==> src/rtl/led_blink_pkg.sv <==
// Mode encodings shared by the blink controller and its channels.
// No logic; constants only.
package led_blink_pkg;
    localparam int MODE_W = 2;

    localparam logic [MODE_W-1:0] MODE_OFF   = 2'd0;
    localparam logic [MODE_W-1:0] MODE_ON    = 2'd1;
    localparam logic [MODE_W-1:0] MODE_BLINK = 2'd2;
    localparam logic [MODE_W-1:0] MODE_BURST = 2'd3;
endpackage

==> src/rtl/led_blink_ch.sv <==
// One LED channel: period counter, burst counter, mode register, registered led/tick.
// Latency: led/tick lag the counter by one cycle; a load takes effect at its own edge.
module led_blink_ch
    import led_blink_pkg::*;
#(
    parameter int CLK_FREQ = 27_000_000,
    parameter int CNT_W    = 32,
    parameter int BURST_W  = 8
) (
    input  logic               clk,
    input  logic               rst,
    input  logic               load,
    input  logic [MODE_W-1:0]  ld_mode,
    input  logic [CNT_W-1:0]   ld_period,
    input  logic [CNT_W-1:0]   ld_high,
    input  logic [BURST_W-1:0] ld_count,
    output logic               led,
    output logic               tick
);

    localparam logic [CNT_W-1:0] RST_PERIOD = CNT_W'(CLK_FREQ);
    localparam logic [CNT_W-1:0] RST_HIGH   = CNT_W'(CLK_FREQ / 2);

    logic [MODE_W-1:0]  mode;
    logic [CNT_W-1:0]   period;
    logic [CNT_W-1:0]   high;
    logic [CNT_W-1:0]   cnt;
    logic [BURST_W-1:0] rem;
    logic               wrap;

    assign wrap = (cnt == period - CNT_W'(1));

    always_ff @(posedge clk) begin
        if (rst) begin
            mode   <= MODE_BLINK;
            period <= RST_PERIOD;
            high   <= RST_HIGH;
            cnt    <= '0;
            rem    <= '0;
            led    <= 1'b0;
            tick   <= 1'b0;
        end else if (load) begin
            // An empty burst is simply an idle channel.
            mode   <= (ld_mode == MODE_BURST && ld_count == '0) ? MODE_OFF : ld_mode;
            period <= (ld_period == '0) ? CNT_W'(1) : ld_period;
            high   <= ld_high;
            rem    <= ld_count;
            cnt    <= '0;
            led    <= 1'b0;
            tick   <= 1'b0;
        end else begin
            case (mode)
                MODE_OFF: begin
                    cnt  <= '0;
                    led  <= 1'b0;
                    tick <= 1'b0;
                end
                MODE_ON: begin
                    cnt  <= '0;
                    led  <= 1'b1;
                    tick <= 1'b0;
                end
                default: begin
                    cnt  <= wrap ? '0 : cnt + CNT_W'(1);
                    led  <= (cnt < high);
                    tick <= wrap;
                    // Last burst wrap still ticks; the led drops one edge later.
                    if (mode == MODE_BURST && wrap) begin
                        rem <= rem - BURST_W'(1);
                        if (rem == BURST_W'(1)) begin
                            mode <= MODE_OFF;
                        end
                    end
                end
            endcase
        end
    end

endmodule

==> src/rtl/led_blink_ctrl.sv <==
// Multi-channel LED blink/tick generator with a valid/ready config port and channel decode.
// Latency: config applies at the transfer edge; backpressure: cfg_ready drops for one cycle after each transfer.
module led_blink_ctrl
    import led_blink_pkg::*;
#(
    parameter  int CLK_FREQ = 27_000_000,
    parameter  int NUM_CH   = 2,
    parameter  int CNT_W    = 32,
    parameter  int BURST_W  = 8,
    localparam int CH_W     = (NUM_CH > 1) ? $clog2(NUM_CH) : 1
) (
    input  logic               clk,
    input  logic               rst,
    input  logic               cfg_valid,
    output logic               cfg_ready,
    input  logic [CH_W-1:0]    cfg_ch,
    input  logic [MODE_W-1:0]  cfg_mode,
    input  logic [CNT_W-1:0]   cfg_period,
    input  logic [CNT_W-1:0]   cfg_high,
    input  logic [BURST_W-1:0] cfg_count,
    output logic               cfg_err,
    output logic [NUM_CH-1:0]  led,
    output logic [NUM_CH-1:0]  tick
);

    logic              xfer;
    logic [NUM_CH-1:0] ch_hit;

    assign xfer = cfg_valid && cfg_ready;

    // A channel index that hits no channel is reported as an error.
    always_comb begin
        ch_hit = '0;
        for (int i = 0; i < NUM_CH; i++) begin
            ch_hit[i] = (cfg_ch == CH_W'(i));
        end
    end

    always_ff @(posedge clk) begin
        if (rst) begin
            cfg_ready <= 1'b0;
            cfg_err   <= 1'b0;
        end else begin
            cfg_ready <= !xfer;
            cfg_err   <= xfer && !(|ch_hit);
        end
    end

    for (genvar g = 0; g < NUM_CH; g++) begin : g_ch
        led_blink_ch #(
            .CLK_FREQ (CLK_FREQ),
            .CNT_W    (CNT_W),
            .BURST_W  (BURST_W)
        ) u_ch (
            .clk       (clk),
            .rst       (rst),
            .load      (xfer && ch_hit[g]),
            .ld_mode   (cfg_mode),
            .ld_period (cfg_period),
            .ld_high   (cfg_high),
            .ld_count  (cfg_count),
            .led       (led[g]),
            .tick      (tick[g])
        );
    end

endmodule
==> config.mk <==
export PLATFORM = sky130hd
export DESIGN_NAME = led_blink_ctrl
export DESIGN_NICKNAME = d
export VERILOG_FILES = /design/src/rtl/led_blink_pkg.sv /design/src/rtl/led_blink_ch.sv /design/src/rtl/led_blink_ctrl.sv
export SDC_FILE = /design/constraint.sdc
export NUM_CORES = 1
export LEC_CHECK = 0
export ABC_AREA = 1
export CORE_MARGIN = 2
export CORE_UTILIZATION = 45
export DETAILED_ROUTE_END_ITERATION = 8
export MAX_ROUTING_LAYER = met4
export PLACE_DENSITY = 0.74
export REMOVE_ABC_BUFFERS = 1
export SYNTH_ARGS = -nofsm -noshare
export SYNTH_HDL_FRONTEND = slang
export SYNTH_SLANG_ARGS = --single-unit
==> constraint.sdc <==
create_clock -name clk -period 3.3 [get_ports clk]
set_clock_uncertainty 0.2 [all_clocks]
set_input_delay 0.99 -clock clk [delete_from_list [all_inputs] [get_ports clk]]
set_output_delay 0.99 -clock clk [all_outputs]
set_load 0.1 [all_outputs]
# Word-level counts from Yosys, hierarchy flattened
# Index checks and enable logic that the tools add are counted.
[totals]
reg_bits = 217
input_bits = 78
output_inout_bits = 6
wordCells = 80
[classes]
n_addsub = 6
n_lt_le_gt_ge = 2
eq_ne = 11
n_mux = 18
bitwise = 1
reduce_logical = 27
[op_table]
columns = ["op", "n"]
rows = [
  ["$add 32x1->32 const B", 2],
  ["$eq 32x32->1", 2],
  ["$lt 32x32->1", 2],
  ["$sub 32x1->32 const B", 2],
  ["$mux 8", 6],
  ["$logic_not 32->1", 1],
  ["$mux 32", 1],
  ["$mux 2", 9],
  ["$eq 8x1->1 const B", 2],
  ["$sub 8x1->8 const B", 2],
  ["$reduce_or 5->1", 2],
  ["$logic_not 8->1", 1],
  ["$reduce_bool 2->1", 4],
  ["$reduce_or 2->1", 4],
  ["$reduce_or 4->1", 2],
  ["$eq 2x2->1 const B", 3],
  ["$logic_and 1x1->1", 6],
  ["$reduce_and 3->1", 2],
  ["$eq 2x1->1 const B", 2],
  ["$logic_not 2->1", 2],
  ["$ne 2x1->1 const B", 2],
  ["$pmux 1 s2", 2],
  ["$reduce_and 2->1", 2],
  ["$logic_not 1->1", 1],
  ["$not 1->1", 1],
]

# Depth between registers and ports, before layout
[logic_depth]
ltp_word = 6
ltp_mapped = 19
depth_no_buf = 19

# By module
# From an unflattened synthesis, not the netlist that was laid out.
[hier_totals]
cells_unflattened = 1982
area_unflattened_um2 = 13331.5
[by_module_without_submodules]
columns = ["mod", "n_inst", "cells_per_inst", "area_per_inst_um2", "seq_area_each_um2"]
rows = [
  ["led_blink_ch", 2, 987, 6640.1, 2162.1],
  ["led_blink_ctrl", 1, 8, 51.3, 20.0],
]

# Least setup slack after synthesis
# Ideal clock, no wire load.
[synth_timing]
path_kind = "reg-to-reg"
from = "register cfg_ready"
to = "register g_ch[0].u_ch.high[0]"
setup_time_ns = 0.076
arrival_ns = 2.535
t_required_ns = 3.024
path_slack_ns = 0.489
stages_incl_launch_ff = 9
path_buffers = 2
period_less_slack_ns = 2.811
path_cell_list = "dfxtp_1 > nand2_1 > nor2_1 > clkbuf_1 > clkinv_1 > nor2_1 > clkinv_1 > clkbuf_1 > o22ai_1"
[synth_between]
elab_chain_cells = 2
[synth_rtl]
columns = ["element", "line", "source"]
rows = [
  ["from (decl)", "led_blink_ctrl.sv:15", "output logic cfg_ready,"],
  ["from (signal assigned)", "led_blink_ctrl.sv:44", "cfg_ready <= !xfer;"],
  ["$logic_and 1x1->1", "led_blink_ctrl.sv:29", "assign xfer = cfg_valid && cfg_ready;"],
  ["$logic_and 1x1->1", "led_blink_ctrl.sv:57", ".load (xfer && ch_hit[g]),"],
  ["to (signal assigned)", "led_blink_ch.sv:46", "high <= ld_high;"],
  ["to (decl)", "led_blink_ch.sv:26", "logic [CNT_W-1:0] high;"],
]
# No other way between the ends.
# A chain may end at the register's enable or synchronous reset.

# Worst setup path after layout
[layout_timing]
from = "register g_ch[1].u_ch.period[8]"
to = "register g_ch[1].u_ch.cnt[13]"
[layout_between]
elab_chain_cells = 3
[layout_rtl]
columns = ["element", "line", "source"]
rows = [
  ["from (decl)", "led_blink_ch.sv:25", "logic [CNT_W-1:0] period;"],
  ["from (signal assigned)", "led_blink_ch.sv:45", "period <= (ld_period == '0) ? CNT_W'(1) : ld_period;"],
  ["$sub 32x1->32", "led_blink_ch.sv:31", "assign wrap = (cnt == period - CNT_W'(1));"],
  ["$eq 32x32->1", "led_blink_ch.sv:31", ""],
  ["$reduce_or 5->1 (no line)", "--", ""],
  ["to (signal assigned)", "led_blink_ch.sv:64", "cnt <= wrap ? '0 : cnt + CNT_W'(1);"],
  ["to (decl)", "led_blink_ch.sv:27", "logic [CNT_W-1:0] cnt;"],
]
# No other way between the ends.

==> metrics <==
Fin. Hold Viols 0; commonest non-fill, non-tap cell in the layout nand2_1; top cells by area, synth dfxtp_1, nand2_1, inv_1; hold path startpoint cfg_ready$_SDFF_PP0_; fraction of layout cells with a size suffix above 1 6.78%; #FFs+latches synth 217; area delta synth->final 16.0%; Worst EP arrival 3.12 ns; Placer Congestion 0.987; Seq. cell area 4340 um^2; Total GRT Usage 26.8%; status finished, final reports clean; Yosys top cell area share 32.5%; Reg clk slew, reported paths 0.06 ns; Required @ worst endpoint 3.52 ns; full die area 31100 um^2; CP startpoint kind register; Final ANT Viol Nets 0; post-cts sizing count 0; count of different cell masters after synthesis 53; start point of the critical path g_ch[1].u_ch.period[8]$_SDFFE_PP0P_; largest net degree at the start of global routing 43; Fillers 2904; Reg2Reg Setup Slack 0.40 ns; remaining global-route overflow 0; worst skew pair latency 0.53 ns; vias per cell 5.28; CTS tree built; Nets 2212; DP Area 14600 um^2; reg-to-reg startpoint g_ch[1].u_ch.period[8]$_SDFFE_PP0P_; number of max-cap violations 0; GRT met1 Usage 35.9%; first-pass GRT wire length 64700 um; vias in the first global route 12500; root buffer cell clkbuf_16; DP Cell Count 2427; slack of the critical path 0.401 ns; CTS buffer count 25; final wirelength 40700 um; worst-path maximum fanout 31; Starting Density 45.4%; met2 Usage GRT 42.5%; GR peak layer met2; Setup WS pre-CTS 0.394 ns; dpl hpwl 32300 um; DRC Markers 0; setup bufs post-CTS 0; H-tree depth 1; initial antenna violation count 1; critical path, cell by cell nor2_2 > nand2_1 > nor2_1 > nand2_1 > xor2_1 > nand2_1 > nor2_1 > nand3_1 > nor2_2 > nand2_1 > nand2_1 > buf_12 > nor3b_1; CP max stage cell dfxtp_1; die span in x 176 um; row count 63; CP endpoint kind register; Setup CP Type reg -> reg; Hold Buf Count CTS 0; Core Util, Final 52.7%; placeable core region 29400 um^2; chip height 176 um; Buffers on Ports 82; syn avg cell area 6.77 um^2; leak pwr 6.90 nW; cell mode on critical path nand2_1; sequential-to-total area share from yosys stat 32.5%; Syn Inst Count 1974; Cell Count, Final, Fillers Out 2472; synth warn 0; cell taking the most area after synthesis dfxtp_1; fmax 345 MHz; Worst Reg2Reg Path Length in Cells 13; Max stage delay on crit path 0.39 ns; CTS sink cnt 217; most frequent cells in the layout nand2_1, inv_1, nor2_1; area of the multi-input gates 7570 um^2; Iter 0 DRT Violations 899; Pwr Density 410 nW/um^2; endpoints failing setup 0; pins over their slew limit 0; clk buf depth 3; RSZ-0062 raised after global routing no; Critical path destination g_ch[1].u_ch.cnt[13]$_SDFF_PP0_; Final Instance Area 15500 um^2; period utilisation layout 87.8%; Worst VDD drop 0.360 mV; grt met3 use 2.37%; routed wire length per instance 16.5 um; TritonRoute pass-1 iters 7; Worst Hold Class reg -> reg; I/O pin cnt 84; Syn Std Cell Area 13400 um^2; Tmin final 2.90 ns; capturing point of the worst reg2reg path g_ch[1].u_ch.cnt[13]$_SDFF_PP0_; Vias 13100
worst max-delay path, delay by kind of cell (launching register included):
kind | cells | cell delay, ns
buf+inv | 1 | 0.19
flops | 1 | 0.39
simple gates | 11 | 1.73
xor+xnor | 1 | 0.27
layout make-up:
| type | instances | area share, % |
|---|---|---|
| Multi-Input combinational cell | 1385 | 48.8 |
| Antenna cell | 1 | 0.0161 |
| Clock buffer | 32 | 4.53 |
| Clock inverter | 12 | 1.00 |
| Inverter | 330 | 7.99 |
| Tap cell | 390 | 3.15 |
| Sequential cell | 217 | 28.0 |
| Timing Repair Buffer | 105 | 6.49 |
per-stage QoR:
stage / hold slack, ns / TNS [ns] / power (mW)
6_report: 0.264 / 0 / 6.36
5_1_grt: 0.286 / 0 / 6.59
4_1_cts: 0.264 / 0 / 6.41
3_5_place_dp: 0.255 / 0 / 3.51
3_3_place_gp: 0.243 / 0 / 3.49
2_1_floorplan: 0.245 / -140.39 / 3.22
worst min-delay path by stage:
| stage | end | slack, ns | cells past startpoint |
|---|---|---|---|
| detailed placement | cfg_ready$_SDFF_PP0_ | 0.26 | 1 |
| floorplan | g_ch[1].u_ch.high[10]$_SDFFE_PP1P_ | 0.24 | 2 |
| finish | cfg_ready$_SDFF_PP0_ | 0.26 | 1 |
| global placement | cfg_ready$_SDFF_PP0_ | 0.24 | 1 |
| global route | cfg_ready$_SDFF_PP0_ | 0.29 | 1 |
| CTS | cfg_ready$_SDFF_PP0_ | 0.26 | 1 |
cells in the mapped netlist (all sizes together):
cell type,count
a2111oi,2
a211oi,5
a21o,2
a21oi,87
a22oi,43
a31oi,2
and2,2
buf,13
clkbuf,29
clkinv,6
conb,1
dfxtp,217
ha,70
inv,324
nand2,419
nand2b,1
nand3,120
nand3b,10
nand4,36
nor2,291
nor2b,1
nor3,36
nor3b,12
nor4,17
o211ai,2
o21a,1
o21ai,57
o21bai,4
o22ai,66
o31ai,2
o41ai,1
or2,10
or4,2
xnor2,25
xor2,58
kinds of logic (layout without fill, tap and decap cells):
family	after synthesis	count (layout)	synth area share, %
XOR/XNOR	83	83	5.55
AND/OR/NAND/NOR	957	957	32.3
flip-flops	217	217	32.5
adder cells (fa/ha/maj)	70	70	6.56
buffers and inverters	372	479	10.9
other	1	2	0.0281
AO/OA/AOI/OAI	274	274	12.2
registers in the layout, indices dropped and copies added, names as in the netlist:
register,cells
cfg_ready,1
g_ch.u_ch.cnt,64
g_ch.u_ch.high,64
g_ch.u_ch.led,2
g_ch.u_ch.mode,4
g_ch.u_ch.period,64
g_ch.u_ch.rem,16
g_ch.u_ch.tick,2
power by group:
group          internal, mW  switching, mW  leakage, nW
clock network          1.74           1.16        0.418
logic                 0.275          0.437         4.72
registers              2.69         0.0625         1.76
total                  4.70           1.66         6.90
layer usage:
layer / part of all wire [%] / up-vias
met5: 0 / -
met4: 3.6 / 0
met3: 4.7 / 77
met2: 45 / 368
met1: 46 / 6050
li1: - / 6565
Power figures use the tool's default switching activity.
